$ cat src/rtl/bitcoin_pkg.sv
// Shared definitions for the nonce sweep scheduler and its helpers.
package bitcoin_pkg;

  localparam int ADDR_W = 16;
  localparam int WORD_W = 32;

  typedef enum logic [1:0] {
    ST_IDLE = 2'd0,
    ST_RUN  = 2'd1,
    ST_DONE = 2'd2
  } state_t;

  // Index width for a pool of n entries; a single entry still needs one bit.
  function automatic int idx_width(input int n);
    return (n > 1) ? $clog2(n) : 1;
  endfunction

endpackage

$ cat src/rtl/nonce_dispatch_ctrl_rr_arbiter.sv
// Round-robin arbiter: one-hot grant of the first requester at or above the
// rotating pointer; the pointer moves just past the winner when adv is set.
module rr_arbiter #(
  parameter int N     = 4,
  parameter int IDX_W = 2
) (
  input  logic             clk,
  input  logic             reset,
  input  logic             clear,
  input  logic [N-1:0]     req,
  input  logic             adv,
  output logic [N-1:0]     grant,
  output logic [IDX_W-1:0] grant_idx,
  output logic             grant_valid
);

  logic [IDX_W-1:0] ptr;
  logic [IDX_W-1:0] sel;
  int               slot;

  // Scan upward from the pointer with wrap-around for the first requester.
  always_comb begin
    grant       = '0;
    grant_idx   = '0;
    grant_valid = 1'b0;
    slot        = 0;
    sel         = '0;
    for (int k = 0; k < N; k++) begin
      slot = int'(ptr) + k;
      if (slot >= N) begin
        slot = slot - N;
      end else begin
        slot = slot;
      end
      sel = IDX_W'(slot);
      if (!grant_valid && req[sel]) begin
        grant_valid = 1'b1;
        grant[sel]  = 1'b1;
        grant_idx   = sel;
      end else begin
        grant_valid = grant_valid;
      end
    end
  end

  // Pointer register: restarts at 0 per job, otherwise moves past the winner.
  always_ff @(posedge clk) begin
    if (reset) begin
      ptr <= '0;
    end else if (clear) begin
      ptr <= '0;
    end else if (adv && grant_valid) begin
      if (grant_idx == IDX_W'(N - 1)) begin
        ptr <= '0;
      end else begin
        ptr <= grant_idx + 1'b1;
      end
    end else begin
      ptr <= ptr;
    end
  end

endmodule

$ cat src/rtl/nonce_dispatch_ctrl.sv
// Shares a pool of SHA-256 nonce workers across a nonce sweep: launches one
// nonce per cycle to the lowest free worker, captures H0 results and writes
// them one per cycle to output_addr + nonce.
module nonce_dispatch_ctrl
  import bitcoin_pkg::*;
#(
  parameter int NUM_NONCES = 16,
  parameter int NUM_CORES  = 4
) (
  input  logic                        clk,
  input  logic                        reset,
  input  logic                        start,
  input  logic [ADDR_W-1:0]           output_addr,
  output logic                        done,
  output logic [NUM_CORES-1:0]        core_start,
  output logic [WORD_W-1:0]           core_nonce,
  input  logic [NUM_CORES-1:0]        core_done,
  input  logic [NUM_CORES*WORD_W-1:0] core_h0,
  output logic                        mem_we,
  output logic [ADDR_W-1:0]           mem_addr,
  output logic [WORD_W-1:0]           mem_write_data,
  output logic                        proto_err
);

  localparam int IDX_W = idx_width(NUM_CORES);
  localparam int CNT_W = 17;
  localparam logic [CNT_W-1:0] LIMIT = CNT_W'(NUM_NONCES);

  state_t               state, state_next;
  logic                 arm, in_run;
  logic [ADDR_W-1:0]    base;
  logic [CNT_W-1:0]     next_nonce, written;
  logic [NUM_CORES-1:0] busy, pending, free, collect;
  logic [NUM_CORES-1:0] busy_next, pending_next, disp_onehot, wr_grant;
  logic [ADDR_W-1:0]    tag    [NUM_CORES];
  logic [WORD_W-1:0]    result [NUM_CORES];
  logic                 disp_found, do_dispatch, do_write, wr_valid, spurious;
  logic [IDX_W-1:0]     disp_idx, wr_idx;

  assign in_run = (state == ST_RUN);

  rr_arbiter #(.N(NUM_CORES), .IDX_W(IDX_W)) u_wr_arb (
    .clk         (clk),
    .reset       (reset),
    .clear       (arm),
    .req         (pending & {NUM_CORES{in_run}}),
    .adv         (do_write),
    .grant       (wr_grant),
    .grant_idx   (wr_idx),
    .grant_valid (wr_valid)
  );

  // Next-state logic; arm marks an accepted start (from IDLE or DONE).
  always_comb begin
    state_next = state;
    arm        = 1'b0;
    case (state)
      ST_IDLE: begin
        if (start) begin
          state_next = ST_RUN;
          arm        = 1'b1;
        end else begin
          state_next = ST_IDLE;
        end
      end
      ST_RUN: begin
        if (written == LIMIT) begin
          state_next = ST_DONE;
        end else begin
          state_next = ST_RUN;
        end
      end
      ST_DONE: begin
        if (start) begin
          state_next = ST_RUN;
          arm        = 1'b1;
        end else begin
          state_next = ST_DONE;
        end
      end
      default: begin
        state_next = ST_IDLE;
      end
    endcase
  end

  // Dispatch pick, result collection and write bookkeeping for this cycle.
  always_comb begin
    free        = ~busy & ~pending;
    disp_found  = 1'b0;
    disp_idx    = '0;
    disp_onehot = '0;
    for (int i = 0; i < NUM_CORES; i++) begin
      if (!disp_found && free[i]) begin
        disp_found = 1'b1;
        disp_idx   = IDX_W'(i);
      end else begin
        disp_found = disp_found;
      end
    end
    do_dispatch = in_run && disp_found && (next_nonce < LIMIT);
    if (do_dispatch) begin
      disp_onehot[disp_idx] = 1'b1;
    end else begin
      disp_onehot = '0;
    end
    collect      = core_done & busy & {NUM_CORES{in_run}};
    spurious     = in_run && (|(core_done & ~busy));
    do_write     = in_run && wr_valid;
    busy_next    = (busy & ~collect) | disp_onehot;
    pending_next = (pending | collect) & ~(do_write ? wr_grant : {NUM_CORES{1'b0}});
  end

  // State register.
  always_ff @(posedge clk) begin
    if (reset) begin
      state <= ST_IDLE;
    end else begin
      state <= state_next;
    end
  end

  // Worker bookkeeping, result storage and registered outputs.
  always_ff @(posedge clk) begin
    if (reset) begin
      base           <= '0;
      next_nonce     <= '0;
      written        <= '0;
      busy           <= '0;
      pending        <= '0;
      done           <= 1'b0;
      core_start     <= '0;
      core_nonce     <= '0;
      mem_we         <= 1'b0;
      mem_addr       <= '0;
      mem_write_data <= '0;
      proto_err      <= 1'b0;
      for (int i = 0; i < NUM_CORES; i++) begin
        tag[i]    <= '0;
        result[i] <= '0;
      end
    end else begin
      done       <= (state_next == ST_DONE);
      core_start <= disp_onehot;
      mem_we     <= do_write;
      if (spurious) begin
        proto_err <= 1'b1;
      end
      if (arm) begin
        base       <= output_addr;
        next_nonce <= '0;
        written    <= '0;
        busy       <= '0;
        pending    <= '0;
        for (int i = 0; i < NUM_CORES; i++) begin
          tag[i] <= '0;
        end
      end else begin
        busy    <= busy_next;
        pending <= pending_next;
        if (do_dispatch) begin
          core_nonce    <= {{(WORD_W - CNT_W){1'b0}}, next_nonce};
          tag[disp_idx] <= next_nonce[ADDR_W-1:0];
          next_nonce    <= next_nonce + 1'b1;
        end
        for (int i = 0; i < NUM_CORES; i++) begin
          if (collect[i]) begin
            result[i] <= core_h0[i*WORD_W +: WORD_W];
          end
        end
        if (do_write) begin
          mem_addr       <= base + tag[wr_idx];
          mem_write_data <= result[wr_idx];
          written        <= written + 1'b1;
        end
      end
    end
  end

endmodule

$ cat config.mk
export PLATFORM = sky130hd
export DESIGN_NAME = nonce_dispatch_ctrl
export DESIGN_NICKNAME = d
export VERILOG_FILES = /design/src/rtl/bitcoin_pkg.sv /design/src/rtl/nonce_dispatch_ctrl_rr_arbiter.sv /design/src/rtl/nonce_dispatch_ctrl.sv
export SDC_FILE = /design/constraint.sdc
export NUM_CORES = 1
export LEC_CHECK = 0
export ABC_AREA = 1
export BUFFER_PORTS_ARGS = -buffer_cell sky130_fd_sc_hd__buf_4
export CAP_MARGIN = 5
export CORE_MARGIN = 10
export CORE_UTILIZATION = 50
export DETAILED_ROUTE_END_ITERATION = 10
export PLACE_DENSITY = 0.86
export SETUP_SLACK_MARGIN = 0.02
export SYNTH_ARGS = -nofsm -noshare
export SYNTH_HDL_FRONTEND = slang
export SYNTH_SLANG_ARGS = --single-unit
$ cat constraint.sdc
create_clock -name clk -period 4.24 [get_ports clk]
set_input_delay 0.212 -clock clk [delete_from_list [all_inputs] [get_ports clk]]
set_output_delay 0.212 -clock clk [all_outputs]
set_load 0.02 [all_outputs]
==> metrics.md, run 1 <==
| Metric | Value |
|---|---|
| Number of CTS-inserted buffers | `36` |
| Vias in the first global route | `12,110` |
| Number of fill cells | `2,271` |
| Worst-path fanout max | `9` |
| DIE WIDTH | `192.5 um` |
| Fmax | `249.0 MHz` |
| 1st-iter DRT viols | `823` |
| Clock transition at path regs | `0.06 ns` |
| Worst Path Required | `4.61 ns` |
| Yosys top cell area share | `38.76%` |
| Final Core Density | `63.74%` |
| Critical path origin | `u_wr_arb.ptr[1]$_SDFFE_PP0P_` |
| CTS Buffer Depth | `3` |
| Largest area contributor in the netlist | `edfxtp_1` |
| # DRC | `0` |
| Max transition margin | `23.82%` |
| FF-to-FF path depth | `25` |
| YS warnings | `0` |
| Clock skew | `0.01478 ns` |
| Total grt overflow | `0` |
| Maximum vdd drop | `0.0005840 V` |
| Ys async rst share | `0%` |
| CP endpoint kind | `flip-flop` |
| Final Critical Period | `4.016 ns` |
| DR pass1 iterations | `6` |
| Worst EP arrival | `4.38 ns` |
| Clock insertion delay at the later pin of the skew report | `0.51 ns` |
| Drt wl/cell | `17.86 um` |
| # port buffers | `222` |
| Die ar. | `37,050 um2` |
| Initial Utilization | `50.45%` |
| Largest net degree at the start of global routing | `65` |
| Pwr dens | `688.5 nW/um2` |
| Core Region | `29,480 um2` |
| Commonest cells after routing, fill and taps aside | `315 x nor2_1, 253 x buf_4, 246 x inv_1, 192 x edfxtp_1, 133 x dfxtp_1` |
| Ranking of synthesized cells by area | `edfxtp_1 39%, dfxtp_1 18%, nor2_1 7.9%` |
| Share of cells above drive strength 1 | `23.12%` |
| CP Launch Type | `flip-flop` |
| Post-DP HPWL | `27.51 mm` |
| Library cells used by synthesis | `46` |
| Via count | `12,070` |
| Critical R2R Capture | `mem_addr[12]$_SDFFE_PP0P_` |
| Post-route cell area | `18,790 um2` |
| Max_cap viols | `0` |
| Hold Startpoint | `core_h0[26]` |
| Status | `complete, no violations` |
| DRT antenna net count | `0` |
| Flop and latch count out of synthesis | `326` |
| Post-DP Area | `17,030 um2` |
| H-tree depth | `2` |
| First-pass GRT wire length | `63.69 mm` |
| Hold crit path type | `in -> reg` |
| Post-synth top flop | `edfxtp_1` |
| Final count of pins violating max slew | `0` |
| Post-Syn Instances | `1,569` |
| Die span in y | `192.5 um` |
| Post-synthesis cell area | `14,870 um2` |
| Cells after DPL | `2,186` |
| Clock sinks | `326` |
| I/O pin count | `238` |
| Worst slew pin tran | `1.138 ns` |
| Register area share after synthesis | `56.80%` |
| Commonest non-fill, non-tap cell in the layout | `nor2_1` |
| Worst hold endpoint | `result[0][26]$_SDFFCE_PN0P_` |
| Reg-to-Reg Start | `u_wr_arb.ptr[1]$_SDFFE_PP0P_` |
| Part of the cycle the worst path needs | `94.72%` |
| Critical path type | `reg -> reg` |
| Initial antenna violation count | `0` |
| Hold depth | `3` |
| GPL Wtd Cong | `0.9225` |
| Endpoints failing hold | `0` |
| Leakage | `8.517 nW` |
| Vias/cell | `5.213` |
| Area growth, synth to finish | `26.33%` |
| Post-synth EDFFs | `192` |
| Final wirelength | `41.37 mm` |
| FP Rows | `63` |
| Count of final setup violators | `0` |
| CTS tree | `built` |
| Total track usage | `21.57%` |
| Setup slack, reg-to-reg | `0.22 ns` |
| CTS Root Cell | `clkbuf_16` |
| Nets@finish | `2,078` |
| Final cell count without fillers | `2,316` |
| Mean Syn Cell Area | `9.480 um2` |
==> final cells by class <==
class	count	area (um2)	share of cell area, %
Antenna cell	1	2.502	0.01332
Clock buffer	57	1031	5.487
Clock inverter	7	60.06	0.3196
Inverter	286	1076	5.726
Multi-Input combinational cell	933	5145	27.38
Sequential cell	326	8449	44.97
Tap cell	390	488.0	2.597
Timing Repair Buffer	316	2539	13.51
==> worst max-delay path by stage <==
stage,cells after the start,endpoint,slack (ns)
6_report,25,mem_addr[12]$_SDFFE_PP0P_,0.22
5_1_grt,26,mem_addr[12]$_SDFFE_PP0P_,-0.06
4_1_cts,25,mem_addr[12]$_SDFFE_PP0P_,0.05
3_5_place_dp,25,mem_addr[15]$_SDFFE_PP0P_,0.03
3_3_place_gp,25,mem_addr[15]$_SDFFE_PP0P_,0.15
2_1_floorplan,28,mem_addr[12]$_SDFFE_PP0P_,0.04
==> logic make-up (layout without fill, tap and decap cells) <==
family | count (synthesis) | in the layout | share of synthesized area, %
AO/OA/AOI/OAI | 297 | 297 | 14.38
XOR/XNOR | 14 | 14 | 0.8244
adder cells (fa/ha/maj) | 28 | 28 | 2.406
buffers and inverters | 372 | 666 | 10.39
flip-flops | 326 | 326 | 56.80
other | 1 | 64 | 0.02521
AND/OR/NAND/NOR | 531 | 531 | 15.18
==> power breakdown <==
part           leakage (nW)  switching, mW  internal (mW)
clock network         0.527           1.22           1.73
logic                  4.91           3.93           2.20
registers              3.08          0.178           3.68
==> critical path, cell delays in order (launching register included) <==
cell and delay [ns]:
dfxtp_1 0.33, inv_1 0.05, ha_1 0.34, inv_1 0.13, nand3_2 0.10, nand2_4 0.11, inv_2 0.05, nand2_2 0.12
nand3_2 0.17, nand3_4 0.20, buf_4 0.16, nand2_1 0.06, a32o_1 0.26, inv_1 0.05, ha_1 0.17, inv_1 0.06
fa_1 0.41, o21ai_2 0.18, a21boi_1 0.10, o21ai_1 0.23, nand2_1 0.08, nand2_1 0.06, a21oi_1 0.08, o21ai_1 0.15
xnor2_1 0.14, a21oi_1 0.08
==> state kept, by name (all words and copies together), names as in the netlist <==
register / cells
result: 128
tag: 64
mem_write_data: 32
core_nonce: 17
next_nonce: 17
written: 17
base: 16
mem_addr: 16
busy: 4
core_start: 4
pending: 4
state: 2
u_wr_arb.ptr: 2
done: 1
mem_we: 1
proto_err: 1
==> Yosys cell counts, types with 14 or more instances <==
cell type and n:
nor2_1 315, buf_2 23, inv_2 36, a21oi_1 74
nand4_1 15, inv_1 247, o211ai_2 54, ha_1 27
edfxtp_1 192, o21ai_2 26, dfxtp_1 134, o21ai_1 31
nand3_1 37, clkbuf_1 32, buf_4 22, nand2_1 121
o21ai_0 66, a32o_1 14, nor3_1 16
==> through the flow <==
stage / TNS, ns / setup slack, ns / hold slack, ns / total power, mW
3_3_place_gp: 0 / 0.1510 / 0.4165 / 9.581
6_report: 0 / 0.2238 / 0.008389 / 12.94
5_1_grt: -0.07881 / -0.06359 / 0.009457 / 13.76
4_1_cts: 0 / 0.05397 / 0.0001205 / 12.77
3_5_place_dp: 0 / 0.03363 / 0.4259 / 9.765
2_1_floorplan: 0 / 0.04324 / 0.2953 / 8.401
==> per-layer routing <==
metal	global-route usage [%]	wire [um]	vias up	part of all wire (%)
met5	0	0	-	0
met4	8.766	1591	0	3.8
met3	4.156	2935	108	7.1
met2	37.23	20620	501	50
met1	25.95	16220	5726	39
li1	-	-	5738	-
==> what timing repair did <==
action | CTS | global route
setup buffers | 0 | 6
endpoints found under the setup margin | 1 | 6
endpoints found under the hold margin | 61 | 0
hold buffers | 59 | 0
gates resized for setup | 1 | 12
pin swaps | 0 | 2
Note: power is estimated with default switching activity, not from simulation.
==> run 2: changes to the inputs <==
CORE_UTILIZATION = 51   (was 50)
PLACE_DENSITY = 0.87   (was 0.86)
==> metrics.md, run 2 (same netlist as run 1, synthesis figures left out) <==
| Metric | Value |
|---|---|
| Status | `complete, no violations (unchanged)` |
| Max_cap viols | `0 (unchanged)` |
| Count of final setup violators | `0 (unchanged)` |
| Vias in the first global route | `12,290 (was 12,110)` |
| PnR worst setup slack | `0.2454 ns (was 0.2238 ns)` |
| Post-DP HPWL | `27.38 mm (was 27.51 mm)` |
| Area growth, synth to finish | `26.45% (was 26.33%)` |
| Hold depth | `3 (unchanged)` |
| RSZ-0062 raised after global routing | `true` |
| Clock insertion delay at the later pin of the skew report | `0.50 ns (was 0.51 ns)` |
| Drt wl/cell | `17.79 um (was 17.86 um)` |
| Most flops, register | `result (unchanged)` |
| Critical R2R Capture | `mem_addr[12]$_SDFFE_PP0P_ (unchanged)` |
| CP Launch Type | `flip-flop (unchanged)` |
| FF-to-FF path depth | `26 (was 25)` |
| Clock sinks | `326 (unchanged)` |
| First-pass GRT wire length | `64.10 mm (was 63.69 mm)` |
| Crit path to | `mem_addr[12]$_SDFFE_PP0P_ (unchanged)` |
| Commonest non-fill, non-tap cell in the layout | `nor2_1 (unchanged)` |
| Clock skew | `0.008503 ns (was 0.01478 ns)` |
| FP Rows | `62 (was 63)` |
| Nets@finish | `2,070 (was 2,078)` |
| Fmax | `250.3 MHz (was 249.0 MHz)` |
| Reg-to-Reg Start | `u_wr_arb.ptr[0]$_SDFFE_PP0P_ (was u_wr_arb.ptr[1]$_SDFFE_PP0P_)` |
| Worst slew pin tran | `0.9796 ns (was 1.138 ns)` |
| Hold crit path type | `in -> reg (unchanged)` |
| DP Worst Slack | `-0.08874 ns (was 0.03363 ns)` |
| Clock transition at path regs | `0.06 ns (about the same)` |
| Commonest cells after routing, fill and taps aside | `315 x nor2_1, 249 x buf_4, 246 x inv_1, 192 x edfxtp_1, 133 x dfxtp_1 (was 315 x nor2_1, 253 x buf_4, 246 x inv_1, 192 x edfxtp_1, 133 x dfxtp_1)` |
| Largest net degree at the start of global routing | `62 (was 65)` |
| CTS Buffer Depth | `3 (unchanged)` |
| # port buffers | `222 (unchanged)` |
| Part of the cycle the worst path needs | `94.21% (was 94.72%)` |
| Worst-path fanout max | `11 (was 9)` |
| CP endpoint kind | `flip-flop (unchanged)` |
| Die ar. | `36,400 um2 (was 37,050 um2)` |
| Total track usage | `21.82% (was 21.57%)` |
| Number of CTS-inserted buffers | `35 (was 36)` |
| H-tree depth | `2 (unchanged)` |
| I/O pin count | `238 (unchanged)` |
| Core Region | `28,780 um2 (was 29,480 um2)` |
| Critical path origin | `u_wr_arb.ptr[0]$_SDFFE_PP0P_ (was u_wr_arb.ptr[1]$_SDFFE_PP0P_)` |
| Final count of pins violating max slew | `0 (unchanged)` |
| Total power | `13.06 mW (was 12.94 mW)` |
| Final Critical Period | `3.995 ns (was 4.016 ns)` |
| Worst Path Required | `4.61 ns (about the same)` |
| Leakage | `8.524 nW (was 8.517 nW)` |
| DR pass1 iterations | `10 (was 6)` |
| Final Core Density | `65.35% (was 63.74%)` |
| Number of fill cells | `2,141 (was 2,271)` |
| Multi-input gate area | `5152 um2 (was 5145 um2)` |
| Total grt overflow | `0 (unchanged)` |
| CTS Root Cell | `clkbuf_16 (unchanged)` |
| Max transition margin | `34.46% (was 23.82%)` |
| Max reg flops | `128 (unchanged)` |
| Final wirelength | `40.98 mm (was 41.37 mm)` |
| Maximum vdd drop | `0.0004845 V (was 0.0005840 V)` |
| Pwr dens | `694.6 nW/um2 (was 688.5 nW/um2)` |
| CTS tree | `built (unchanged)` |
| FF+latch area | `8449 um2 (unchanged)` |
| Endpoints failing hold | `0 (unchanged)` |
| Share of cells above drive strength 1 | `23.27% (was 23.12%)` |
| Worst EP arrival | `4.36 ns (was 4.38 ns)` |
| Biggest regs | `result: 128 flops, tag: 64 flops, mem_write_data: 32 flops (unchanged)` |
| GPL Wtd Cong | `0.9206 (was 0.9225)` |
| Die span in y | `190.8 um (was 192.5 um)` |
| # DRC | `0 (unchanged)` |
| Initial antenna violation count | `3 (was 0)` |
| 1st-iter DRT viols | `887 (was 823)` |
| Critical path type | `reg -> reg (unchanged)` |
| DIE WIDTH | `190.8 um (was 192.5 um)` |
| Setup slack, reg-to-reg | `0.25 ns (was 0.22 ns)` |
| Vias/cell | `5.224 (was 5.213)` |
| Initial Utilization | `51.68% (was 50.45%)` |
| Via count | `12,040 (was 12,070)` |
| DRT antenna net count | `0 (unchanged)` |
-- run 2: metal layers --
| layer | vias up | GRT usage, % | wire, um |
|---|---|---|---|
| li1 | 5732 | - | - |
| met1 | 5625 | 25.36 | 15510 |
| met2 | 545 | 37.19 | 20410 |
| met3 | 135 | 4.920 | 3212 |
| met4 | 0 | 10.90 | 1847 |
| met5 | - | 0 | 0 |
-- run 2: worst min-delay path by stage --
| stage | from | slack [ns] | endpoint |
|---|---|---|---|
| final | core_h0[45] | 0.02 | result[1][13]$_SDFFCE_PN0P_ |
| after detailed placement | next_nonce[14]$_SDFFE_PP0P_ | 0.42 | next_nonce[14]$_SDFFE_PP0P_ |
| after floorplan | reset | 0.30 | core_start[3]$_SDFF_PP0_ |
| after global placement | next_nonce[14]$_SDFFE_PP0P_ | 0.42 | next_nonce[14]$_SDFFE_PP0P_ |
| after CTS | core_h0[24] | 0.0005 | result[0][24]$_SDFFCE_PN0P_ |
| after global routing | core_h0[20] | 0.006 | result[0][20]$_SDFFCE_PN0P_ |
-- run 2: layout make-up --
class	count	area share, %
Tap cell	384	2.555
Clock buffer	53	5.455
Timing Repair Buffer	309	13.23
Clock inverter	10	0.6586
Sequential cell	326	44.92
Inverter	286	5.741
Antenna cell	3	0.03991
Multi-Input combinational cell	933	27.39
-- run 2: timing repair --
action,4_1_cts,5_1_grt
pin swaps,0,2
endpoints found under the hold margin,61,0
resized for setup,2,17
hold buffers,55,0
setup buffers,0,2
endpoints found under the setup margin,1,10
-- run 2: report_power, final --
group          switching, mW  total [mW]  internal [mW]
Sequential             0.179        3.85           3.68
Combinational           3.99        6.16           2.17
Clock                   1.19        3.04           1.85
Total                   5.36        13.1           7.70
-- run 2: metrics by stage --
step / hold WS [ns] / area [um2] / setup TNS (ns) / instances
6_report: 0.01533 / 18810 / 0 / 2304
5_1_grt: 0.005882 / 18800 / -0.02249 / 2302
4_1_cts: 0.0004757 / 18730 / 0 / 2299
3_5_place_dp: 0.4216 / 17030 / -0.08874 / 2181
3_3_place_gp: 0.4181 / 17030 / 0 / 2181
2_1_floorplan: 0.2953 / 15110 / 0 / 1631
-- run 2: worst max-delay path, cell delays in order, from the launching register on --
cell and delay (ns):
dfxtp_2 0.33, inv_2 0.04, ha_1 0.35, inv_1 0.13
nand3_2 0.11, nand2_4 0.10, inv_2 0.05, nand2_2 0.11
nand2_1 0.08, nand2_2 0.12, nand3_4 0.18, inv_6 0.14
nand2_1 0.07, a32o_1 0.23, inv_1 0.06, ha_1 0.17
inv_1 0.06, fa_1 0.42, o21ai_2 0.19, a21boi_2 0.11
o21ai_1 0.19, nand2_1 0.08, nand2_1 0.06, a21oi_1 0.08
o21ai_1 0.16, xnor2_1 0.14, a21oi_1 0.09
==> run 3: changes to the inputs <==
CTS_BUF_LIST = sky130_fd_sc_hd__clkbuf_8 sky130_fd_sc_hd__clkbuf_16   (was default)
REMOVE_ABC_BUFFERS = 1   (was default)
TNS_END_PERCENT = 100   (was default)
==> metrics.md, run 3 (same netlist as run 1, synthesis figures left out) <==
| Metric | Value |
|---|---|
| Status | `complete, no violations (unchanged)` |
| GPL Wtd Cong | `0.8954 (was 0.9206)` |
| Vias in the first global route | `12,320 (was 12,290)` |
| Biggest regs | `result: 128 flops, tag: 64 flops, mem_write_data: 32 flops (unchanged)` |
| Drt wl/cell | `17.91 um (was 17.79 um)` |
| Commonest cells after routing, fill and taps aside | `315 x nor2_1, 256 x buf_4, 252 x inv_1, 192 x edfxtp_1, 133 x dfxtp_1 (was 315 x nor2_1, 249 x buf_4, 246 x inv_1, 192 x edfxtp_1, 133 x dfxtp_1)` |
| Vias/cell | `5.261 (was 5.224)` |
| Most flops, register | `result (unchanged)` |
| RSZ-0062 raised after global routing | `true (unchanged)` |
| Final wirelength | `41.33 mm (was 40.98 mm)` |
| Max_cap viols | `0 (unchanged)` |
| CP Launch Type | `flip-flop (unchanged)` |
| Fmax | `255.9 MHz (was 250.3 MHz)` |
| Final count of pins violating max slew | `0 (unchanged)` |
| Worst-path fanout max | `9 (was 11)` |
| I/O pin count | `238 (unchanged)` |
| 1st-iter DRT viols | `1,005 (was 887)` |
| Count of final setup violators | `0 (unchanged)` |
| Most frequent cell on the critical path | `nand2_1 (unchanged)` |
| CP max stage delay | `0.41 ns (was 0.42 ns)` |
| Worst slew pin tran | `1.019 ns (was 0.9796 ns)` |
| DIE WIDTH | `190.8 um (unchanged)` |
| Part of the cycle the worst path needs | `92.17% (was 94.21%)` |
| CP endpoint kind | `flip-flop (unchanged)` |
| Die ar. | `36,400 um2 (unchanged)` |
| Initial antenna violation count | `0 (was 3)` |
| Endpoints failing hold | `0 (unchanged)` |
| Top delay family on crit path | `compound AO/OA/AOI/OAI gates (unchanged)` |
| Worst hold margin | `0.005702 ns (was 0.01533 ns)` |
| CTS tree | `built (unchanged)` |
| First-pass GRT wire length | `64.47 mm (was 64.10 mm)` |
| Clock insertion delay at the later pin of the skew report | `0.51 ns (was 0.50 ns)` |
| Clock skew | `0.01445 ns (was 0.008503 ns)` |
| Max transition margin | `32.06% (was 34.46%)` |
| Hold crit path type | `in -> reg (unchanged)` |
| Cells after DPL | `2,186 (was 2,181)` |
| Max reg flops | `128 (unchanged)` |
| # port buffers | `222 (unchanged)` |
| Post-DP HPWL | `26.96 mm (was 27.38 mm)` |
| Number of fill cells | `2,119 (was 2,141)` |
| Clock sinks | `326 (unchanged)` |
| Diodes inserted | `0 (was 3)` |
| Pwr dens | `700.5 nW/um2 (was 694.6 nW/um2)` |
| H-tree depth | `2 (unchanged)` |
| Via count | `12,140 (was 12,040)` |
| Worst EP arrival | `4.29 ns (was 4.36 ns)` |
| Worst Path Required | `4.62 ns (was 4.61 ns)` |
| Largest net degree at the start of global routing | `61 (was 62)` |
| Total power | `13.25 mW (was 13.06 mW)` |
| Die span in y | `190.8 um (unchanged)` |
| DRT antenna net count | `0 (unchanged)` |
| Initial Utilization | `51.68% (unchanged)` |
| Final cell count without fillers | `2,307 (was 2,304)` |
| Commonest non-fill, non-tap cell in the layout | `nor2_1 (unchanged)` |
| Share of cells above drive strength 1 | `23.97% (was 23.27%)` |
| DR pass1 iterations | `5 (was 10)` |
| Number of CTS-inserted buffers | `36 (was 35)` |
| Core Region | `28,780 um2 (unchanged)` |
| CTS Root Cell | `clkbuf_16 (unchanged)` |
| Maximum vdd drop | `0.0005218 V (was 0.0004845 V)` |
| FP Rows | `62 (unchanged)` |
| CTS Buffer Depth | `3 (unchanged)` |
| Total track usage | `22.13% (was 21.82%)` |
| Clock transition at path regs | `0.06 ns (about the same)` |
| Leakage | `8.631 nW (was 8.524 nW)` |
| Final Critical Period | `3.908 ns (was 3.995 ns)` |
| Area growth, synth to finish | `27.13% (was 26.45%)` |
| Nets@finish | `2,074 (was 2,070)` |
| Buf+Inv Stages, Crit Path | `5 (was 6)` |
| Crit path max-delay cell type | `fa_1 (unchanged)` |
| # DRC | `0 (unchanged)` |
| Critical path type | `reg -> reg (unchanged)` |
| Total grt overflow | `0 (unchanged)` |
==> run 3: through the flow <==
stage               TNS, ns  setup slack, ns  utilization, %  area (um2)
detailed placement        0          0.02995           59.27       17060
finish                    0           0.3320           65.70       18910
CTS                       0          0.03618           65.42       18830
global route              0         0.006973           65.70       18910
floorplan            -49.84           -2.288               -       14640
global placement          0           0.2062           59.27       17060
==> run 3: path summary, 6_finish.rpt <==
| check | startpoint | to | slack [ns] | cells past startpoint |
|---|---|---|---|---|
| setup reg to reg | u_wr_arb.ptr[0]$_SDFFE_PP0P_ | mem_addr[12]$_SDFFE_PP0P_ | 0.33 | 25 |
| hold / removal | core_h0[28] | result[0][28]$_SDFFCE_PN0P_ | 0.006 | 3 |
| setup / recovery | u_wr_arb.ptr[0]$_SDFFE_PP0P_ | mem_addr[12]$_SDFFE_PP0P_ | 0.33 | 25 |
| hold reg to reg | next_nonce[15]$_SDFFE_PP0P_ | next_nonce[15]$_SDFFE_PP0P_ | 0.44 | 2 |
==> run 3: final cells by class <==
type	instances	area, um2	share of cell area [%]
clock buffers	44	1056	5.585
repair buffers	312	2494	13.19
flip-flops and latches	326	8449	44.68
multi-input cells	933	5157	27.27
clock inverters	22	190.2	1.006
well taps	384	480.5	2.541
inverters	286	1082	5.724
==> run 3: report_power, final <==
part	internal [mW]	switching (mW)	leakage, nW
Clock	1.96	1.26	0.651
Sequential	3.67	0.170	3.08
Combinational	2.19	3.98	4.90
Total	7.83	5.42	8.63
==> run 3: timing repair <==
item	in CTS	in global routing
endpoints found under the setup margin	1	7
hold buffers	52	0
pin swaps	0	4
resized for setup	1	21
hold endpoints to repair	54	0
buffers inserted	0	3
==> run 3: layer usage <==
metal | global-route usage [%] | up-vias | routed length (um)
met3 | 3.767 | 120 | 2530
met2 | 38.00 | 483 | 20850
met5 | 0 | - | 0
met4 | 10.78 | 0 | 1831
li1 | - | 5735 | -
met1 | 26.36 | 5800 | 16110
==> run 3: worst register-to-register path: cells and delay by family (launching register included) <==
family	cells	cell delay [ns]
AOI/OAI and AO/OA	7	1.10
and+or+nand+nor	10	1.07
adders and majority gates	2	0.57
buffers and inverters	5	0.55
DFF	1	0.35
xor gates and xnor gates	1	0.14
